--- config.mk ---
export PLATFORM = sky130hd
export DESIGN_NAME = pipe_skid_reg
export DESIGN_NICKNAME = d
export VERILOG_FILES = /design/src/rtl/pipe_pkg.sv /design/src/rtl/pipe_sat_counter.sv /design/src/rtl/pipe_skid_reg.sv
export SDC_FILE = /design/constraint.sdc
export NUM_CORES = 1
export LEC_CHECK = 0
export CAP_MARGIN = 20
export CORE_ASPECT_RATIO = 1.1
export CORE_MARGIN = 2
export CORE_UTILIZATION = 58
export CTS_CLUSTER_SIZE = 14
export DETAILED_ROUTE_END_ITERATION = 8
export DONT_BUFFER_PORTS = 1
export MAX_ROUTING_LAYER = met4
export PLACE_DENSITY = 0.74
export REMOVE_ABC_BUFFERS = 1
export SYNTH_ARGS = -nofsm -noshare
export SYNTH_HDL_FRONTEND = slang
export SYNTH_SLANG_ARGS = --single-unit
export TNS_END_PERCENT = 1
--- constraint.sdc ---
create_clock -name CLK -period 1.7 [get_ports CLK]
set_input_delay 0.085 -clock CLK [delete_from_list [all_inputs] [get_ports CLK]]
set_output_delay 0.085 -clock CLK [all_outputs]
set_load 0.01 [all_outputs]
--- src/rtl/pipe_pkg.sv ---
// Shared types and defaults for the IF/ID pipeline skid register.
package pipe_pkg;

  localparam int unsigned IFID_DATA_W = 96;

  typedef enum logic [1:0] {
    ST_EMPTY,
    ST_ONE,
    ST_FULL
  } pipe_state_t;

endpackage

--- src/rtl/pipe_sat_counter.sv ---
// Saturating up-counter; holds at all-ones once reached. Cleared by RST only.
module pipe_sat_counter #(
  parameter int unsigned CNT_W = 16
) (
  input  logic             CLK,
  input  logic             RST,
  input  logic             inc,
  output logic [CNT_W-1:0] count
);

  logic [CNT_W-1:0] count_q, count_d;

  always_comb begin
    count_d = count_q;
    if (inc && (count_q != {CNT_W{1'b1}})) begin
      count_d = count_q + 1'b1;
    end
  end

  always_ff @(posedge CLK) begin
    if (RST) begin
      count_q <= '0;
    end else begin
      count_q <= count_d;
    end
  end

  assign count = count_q;

endmodule

--- src/rtl/pipe_skid_reg.sv ---
// Two-entry skid register between pipeline stages; all outputs come straight from flops.
// Optional back-pressure statistics under `PIPE_SKID_STATS_EN (adds stall_cnt port).
module pipe_skid_reg
  import pipe_pkg::*;
#(
  parameter int unsigned DATA_W = IFID_DATA_W,
  parameter int unsigned CNT_W  = 16
) (
  input  logic              CLK,
  input  logic              RST,
  input  logic              flush,
  input  logic              in_valid,
  output logic              in_ready,
  input  logic [DATA_W-1:0] in_data,
  output logic              out_valid,
  input  logic              out_ready,
  output logic [DATA_W-1:0] out_data
`ifdef PIPE_SKID_STATS_EN
  ,
  output logic [CNT_W-1:0]  stall_cnt
`endif
);

  pipe_state_t       state_q, state_d;
  logic [DATA_W-1:0] main_q, main_d;
  logic [DATA_W-1:0] skid_q, skid_d;
  logic              in_ready_q, out_valid_q;
  logic              accept, take;

  assign accept = in_valid && in_ready_q;
  assign take   = out_valid_q && out_ready;

  always_comb begin
    state_d = state_q;
    main_d  = main_q;
    skid_d  = skid_q;
    if (flush) begin
      // Redirect wins over any handshake; offered data is dropped.
      state_d = ST_EMPTY;
      main_d  = '0;
      skid_d  = '0;
    end else begin
      unique case (state_q)
        ST_EMPTY: begin
          if (accept) begin
            main_d  = in_data;
            state_d = ST_ONE;
          end
        end
        ST_ONE: begin
          if (accept && take) begin
            main_d = in_data;
          end else if (accept) begin
            skid_d  = in_data;
            state_d = ST_FULL;
          end else if (take) begin
            main_d  = '0;
            state_d = ST_EMPTY;
          end
        end
        ST_FULL: begin
          if (take) begin
            main_d  = skid_q;
            skid_d  = '0;
            state_d = ST_ONE;
          end
        end
        default: begin
          state_d = ST_EMPTY;
          main_d  = '0;
          skid_d  = '0;
        end
      endcase
    end
  end

  always_ff @(posedge CLK) begin
    if (RST) begin
      state_q     <= ST_EMPTY;
      main_q      <= '0;
      skid_q      <= '0;
      in_ready_q  <= 1'b1;
      out_valid_q <= 1'b0;
    end else begin
      state_q     <= state_d;
      main_q      <= main_d;
      skid_q      <= skid_d;
      // Handshake flags are registered copies of the next-state decode.
      in_ready_q  <= (state_d != ST_FULL);
      out_valid_q <= (state_d != ST_EMPTY);
    end
  end

  assign in_ready  = in_ready_q;
  assign out_valid = out_valid_q;
  assign out_data  = main_q;

`ifdef PIPE_SKID_STATS_EN
  pipe_sat_counter #(
    .CNT_W(CNT_W)
  ) u_stall_cnt (
    .CLK  (CLK),
    .RST  (RST),
    .inc  (out_valid_q && !out_ready),
    .count(stall_cnt)
  );
`endif

endmodule

## Yosys cells after proc, flatten, opt, wreduce, memory -nomap -nowiden

Cells that the tools add are included.

- Input bits: 101
- Flip-flop bits (word level): 196
- Word-level logic and storage cells: 38

- Eq/ne operators: 9
- Muxes and demuxes: 15
- Bitwise gates (word level): 1
- Reductions and logical operators: 8

Operators by type and width:

| operator | number |
|---|---|
| 96-bit 2-to-1 mux | 6 |
| 96-bit one-hot mux with 3 select lines | 2 |
| 2-bit 2-to-1 mux | 6 |
| 2-bit inequality test, second input constant | 5 |
| 4-bit AND reduction | 2 |
| 3-bit inequality test, second input constant | 2 |
| 2-bit one-hot mux with 3 select lines | 1 |
| 1-bit logical AND | 3 |
| 2-bit by 1-bit equality test with 1-bit output, second input constant | 1 |
| 2-bit equality test, second input constant | 1 |
| 2-bit zero test | 1 |
| 2-bit nonzero test | 1 |
| 2-bit OR reduction | 1 |
| 1-bit NOT | 1 |

## Depth between registers and ports, before layout

- Word-level depth: 7
- Gate-level depth with buffers: 8
- Depth with buffers taken out: 4

## Worst setup path before layout

Ideal clock, no wire load.

- Kind: reg-to-reg
- Start: reg out_valid_q, in the netlist out_valid
- End: reg main_q[10], in the netlist out_data[10]
- Stages on the path, launching flop included: 9
- Arrival time: 1.430 ns
- Setup slack: 0.143 ns
- Period minus slack after synthesis: 1.557 ns
- Required time: 1.572 ns
- Cell sequence: dfxtp_1 buf_2 and2_1 buf_4 o2bb2ai_4 buf_4 buf_4 a22oi_1 nor2_1

- Word-level cells in the longest chain between the ends: 4
- Elaborated cells on any way between the ends: 8

RTL lines:

| item | RTL line | text |
|---|---|---|
| from (decl) | pipe_skid_reg.sv:27 | `logic in_ready_q, out_valid_q;` |
| from (signal assigned) | pipe_skid_reg.sv:90 | `out_valid_q <= (state_d != ST_EMPTY);` |
| 1-bit logical AND (*) | pipe_skid_reg.sv:31 | `assign take = out_valid_q && out_ready;` |
| 1-bit logical AND | pipe_skid_reg.sv:51 | `if (accept && take) begin` |
| 3-bit inequality test (no line) / 96-bit 2-to-1 mux (equally long branches) | - |  |
| 4-bit AND reduction (no line) / 96-bit one-hot mux with 3 select lines (equally long branches) | - |  |
| to (signal assigned) | pipe_skid_reg.sv:86 | `main_q <= main_d;` |
| to (decl) | pipe_skid_reg.sv:25 | `logic [DATA_W-1:0] main_q, main_d;` |

Mark *: on every way between the ends. The rest lies on a longest branch, timed or not.
A chain may end at the register's enable or synchronous reset.

## Final worst setup path

- Start: reg state_q[1]
- End: reg main_q[74], in the netlist out_data[74]

- Word-level cells in the longest chain between the ends: 3
- Elaborated cells on any way between the ends: 9

RTL lines:

| item | RTL line | text |
|---|---|---|
| from (decl) | pipe_skid_reg.sv:24 | `pipe_state_t state_q, state_d;` |
| from (signal assigned) | pipe_skid_reg.sv:85 | `state_q <= state_d;` |
| 2-bit by 1-bit equality test with 1-bit output (tied with other cells) | pipe_skid_reg.sv:43 | `unique case (state_q)` |
| 3-bit inequality test (no line) / 2-bit inequality test (equally long branches) | - |  |
| 4-bit AND reduction (no line) | - |  |

Parallel ways exist; a longest one is shown, timed or not.

==> flow_metrics.py <==
metrics = {
    "drt": {
        "drc": 0,
        "postRouteAntennaNets": 0,
        "viasPerCell": 6.849,
        "dr.pass1.iters": 6,
        "vias": 9287,
        "drt_iter0_markers": 1051,
        "wl_per_cell_um": 21.25,
        "drt-total-wl_um": 28820,
    },
    "floorplanning": {
        "io_pins": 199,
        "core_sq_mm": 0.01643,
        "initial_core_util_pct": 59.32,
        "die_x_um": 127.6,
        "dieHeight_um": 140.0,
        "die_area_sq_mm": 0.01786,
        "num_rows": 49,
    },
    "run": {
        "cap_violations": 0,
    },
    "clocking": {
        "cts_buffers": 17,
        "post_cts_buffers": 0,
        "cts-root-buf": "clkbuf_16",
        "cts_tree": "built",
        "cts.htree.levels": 4,
        "cts.clk_slew.worst_paths_ps": 70,
        "clk-insertion-delay-late_ps": 430,
        "ctsLongestPathBuffers": 2,
        "cts_num_sinks": 196,
    },
    "global_routing": {
        "grt_pass1_wl_um": 45600,
        "grt_start_max_net_pins": 99,
        "antenna_found_initial": 0,
        "grt_pass1_vias": 8811,
        "track_usage_pct": 31.76,
        "overflow": 0,
    },
    "layout": {
        "area_growth_pct": 16.66,
        "drive_above_1_share_pct": 6.597,
        "layout.nets": 1240,
        "diodes": 0,
        "fin_util_pct": 69.21,
        "fin_area_sq_mm": 0.01137,
    },
    "sta": {
        "fmax_mhz": 611.5,
        "hold_violations": 0,
        "fin_crit_ps": 1635,
        "rsz0062_at_grt": "yes",
        "slew_headroom_pct": 59.72,
        "hold_ws_ps": 12.72,
        "fin_skew_ps": 10.83,
        "finalSetupTns_ps": 0,
        "finalCritPeriodShare_pct": 96.19,
        "slew_violations": 0,
        "tightest_slew_ps": 604.2,
        "setup_violations": 0,
    },
    "min_path": {
        "hold_path.startpoint": "in_data[95]",
        "hold_end": "out_data[95]$_SDFFE_PP0P_",
        "hold_class": "primary input to register",
        "hold_path_depth": 4,
    },
    "synth": {
        "avgSynthCellArea_sq_um": 8.542,
        "synthFlopType": "dfxtp_1",
        "synth.most_common_cell": "dfxtp_1",
        "async_flop_share_pct": 0,
        "yosys_warnings": 0,
        "synth_seq_area_share_pct": 40.26,
        "synth_area_leaders": "dfxtp_1 (40%), mux2i_1 (10%), nand4b_1 (8.6%)",
        "yosysTopAreaCell": "dfxtp_1",
        "ys_ff_latch": 196,
        "synth_edf_count": 0,
        "netlist_instances": 1141,
        "yosysUniqueCellTypes": 31,
        "synth_area_sq_mm": 0.009747,
        "synth_top_area_share_pct": 40.26,
        "synth_common_cells": "dfxtp_1 (196), nor2_1 (100), a21oi_1 (98)",
    },
    "worst_setup_path": {
        "end_kind": "register",
        "critical_path_required_ps": 2070,
        "worstRegToRegCells": 5,
        "reg2reg_from": "state_q[1]$_SDFF_PP0_",
        "crit_fanout": 36,
        "r2r_slack_ps": 60,
        "worstPathArrival_ps": 2000,
        "path_class": "register to register",
        "rr_endpoint": "out_data[74]$_SDFFE_PP0P_",
        "worstSetupStartpointType": "register",
    },
    "power": {
        "leakagePower_uw": 0.003437,
        "total_power_uw": 10470,
        "powerDensity_mw_per_mm2": 920.5,
        "peakVddDrop_uv": 693.8,
    },
    "place": {
        "place_area_sq_mm": 0.009764,
        "gp_congestion": 0.7795,
        "dp_hpwl_um": 14790,
        "io_buffers": 0,
    },
    "outcome": {
        "run_status": "finished clean",
    },
}
## kinds of logic (layout without fill, tap and decap cells)
family                 count (synthesis)  count (layout)  share of synthesized area (%)
AO/OA/AOI/OAI                        392             392                          24.27
AND/OR/NAND/NOR                      305             305                          18.29
flip-flops                           196             196                          40.26
buffers and inverters                150             161                          7.048
multiplexers                          97              97                          9.961
XOR/XNOR                               1               1                         0.1669
## power breakdown
part	internal [uW]	leakage, uW	switching, uW
clock network	2440	0.000301	1790
registers	4690	0.00159	111
logic	585	0.00155	849
## layer usage
layer | up-vias | GRT usage (%) | wire length, um
met5 | - | - | 0
met3 | 46 | 6.837 | 2380
met2 | 461 | 49.85 | 13770
met1 | 4483 | 40.81 | 12080
li1 | 4297 | - | -
met4 | 0 | 10.70 | 592
## flip-flops by register name, indices dropped and copies added, names as in the netlist
register   count
out_valid      1
in_ready       1
state_q        2
skid_q        96
out_data      96
## critical path, stage by stage, from the launching register on
cell and delay (ps):
dfxtp_4 390, nand3b_1 300, o22ai_4 290, buf_6 370, a22oi_1 120, nor2_1 100
## cell type report
type | instances | area, sq um
well taps | 204 | 255.2
fillers | 1281 | 5060
repair buffers | 129 | 1408
flip-flops and latches | 196 | 3935
clock inverters | 12 | 151.4
clock buffers | 20 | 467.9
multi-input cells | 795 | 5154
## layout by cell type (no fill, tap or decap), types with 2 or more instances in the layout
cell           count
o21ai_0           89
o22ai_1           96
o21ai_1            7
dfxtp_4            3
and2_1             2
buf_12            14
mux2i_1           97
dfxtp_1          193
clkinv_2           4
bufinv_16          3
clkbuf_16         19
nand4b_1          96
nand2_1            2
clkinvlp_4         2
dlygate4sd3_1     97
nor2_4             2
a22oi_1           96
nand3_1           96
nor2_1           100
buf_4             16
a21oi_1           98
clkinv_4           2
## how the worst max path moves through the flow
stage	to	startpoint	cells after the start	slack (ps)
floorplan	out_data[0]$_SDFFE_PP0P_	state_q[1]$_SDFF_PP0_	4	-6780
global placement	out_data[47]$_SDFFE_PP0P_	state_q[1]$_SDFF_PP0_	5	100
detailed placement	out_data[12]$_SDFFE_PP0P_	state_q[1]$_SDFF_PP0_	5	100
CTS	out_data[47]$_SDFFE_PP0P_	state_q[1]$_SDFF_PP0_	5	70
global route	out_data[74]$_SDFFE_PP0P_	state_q[1]$_SDFF_PP0_	5	-50
finish	out_data[74]$_SDFFE_PP0P_	state_q[1]$_SDFF_PP0_	5	60
## what timing repair did
item | 4_1_cts | 5_1_grt
resized for setup | 0 | 1
endpoints found under the setup margin | 0 | 46
hold buffers | 97 | 0
endpoints found under the hold margin | 109 | 0
## metrics by stage
stage	setup slack (ps)	cells
2_1_floorplan	-6784	991
5_1_grt	-49.66	1356
6_report	64.72	1356
3_3_place_gp	101.8	1226
4_1_cts	74.66	1355
3_5_place_dp	95.47	1226
No activity file was read; power rests on OpenSTA's default activity.
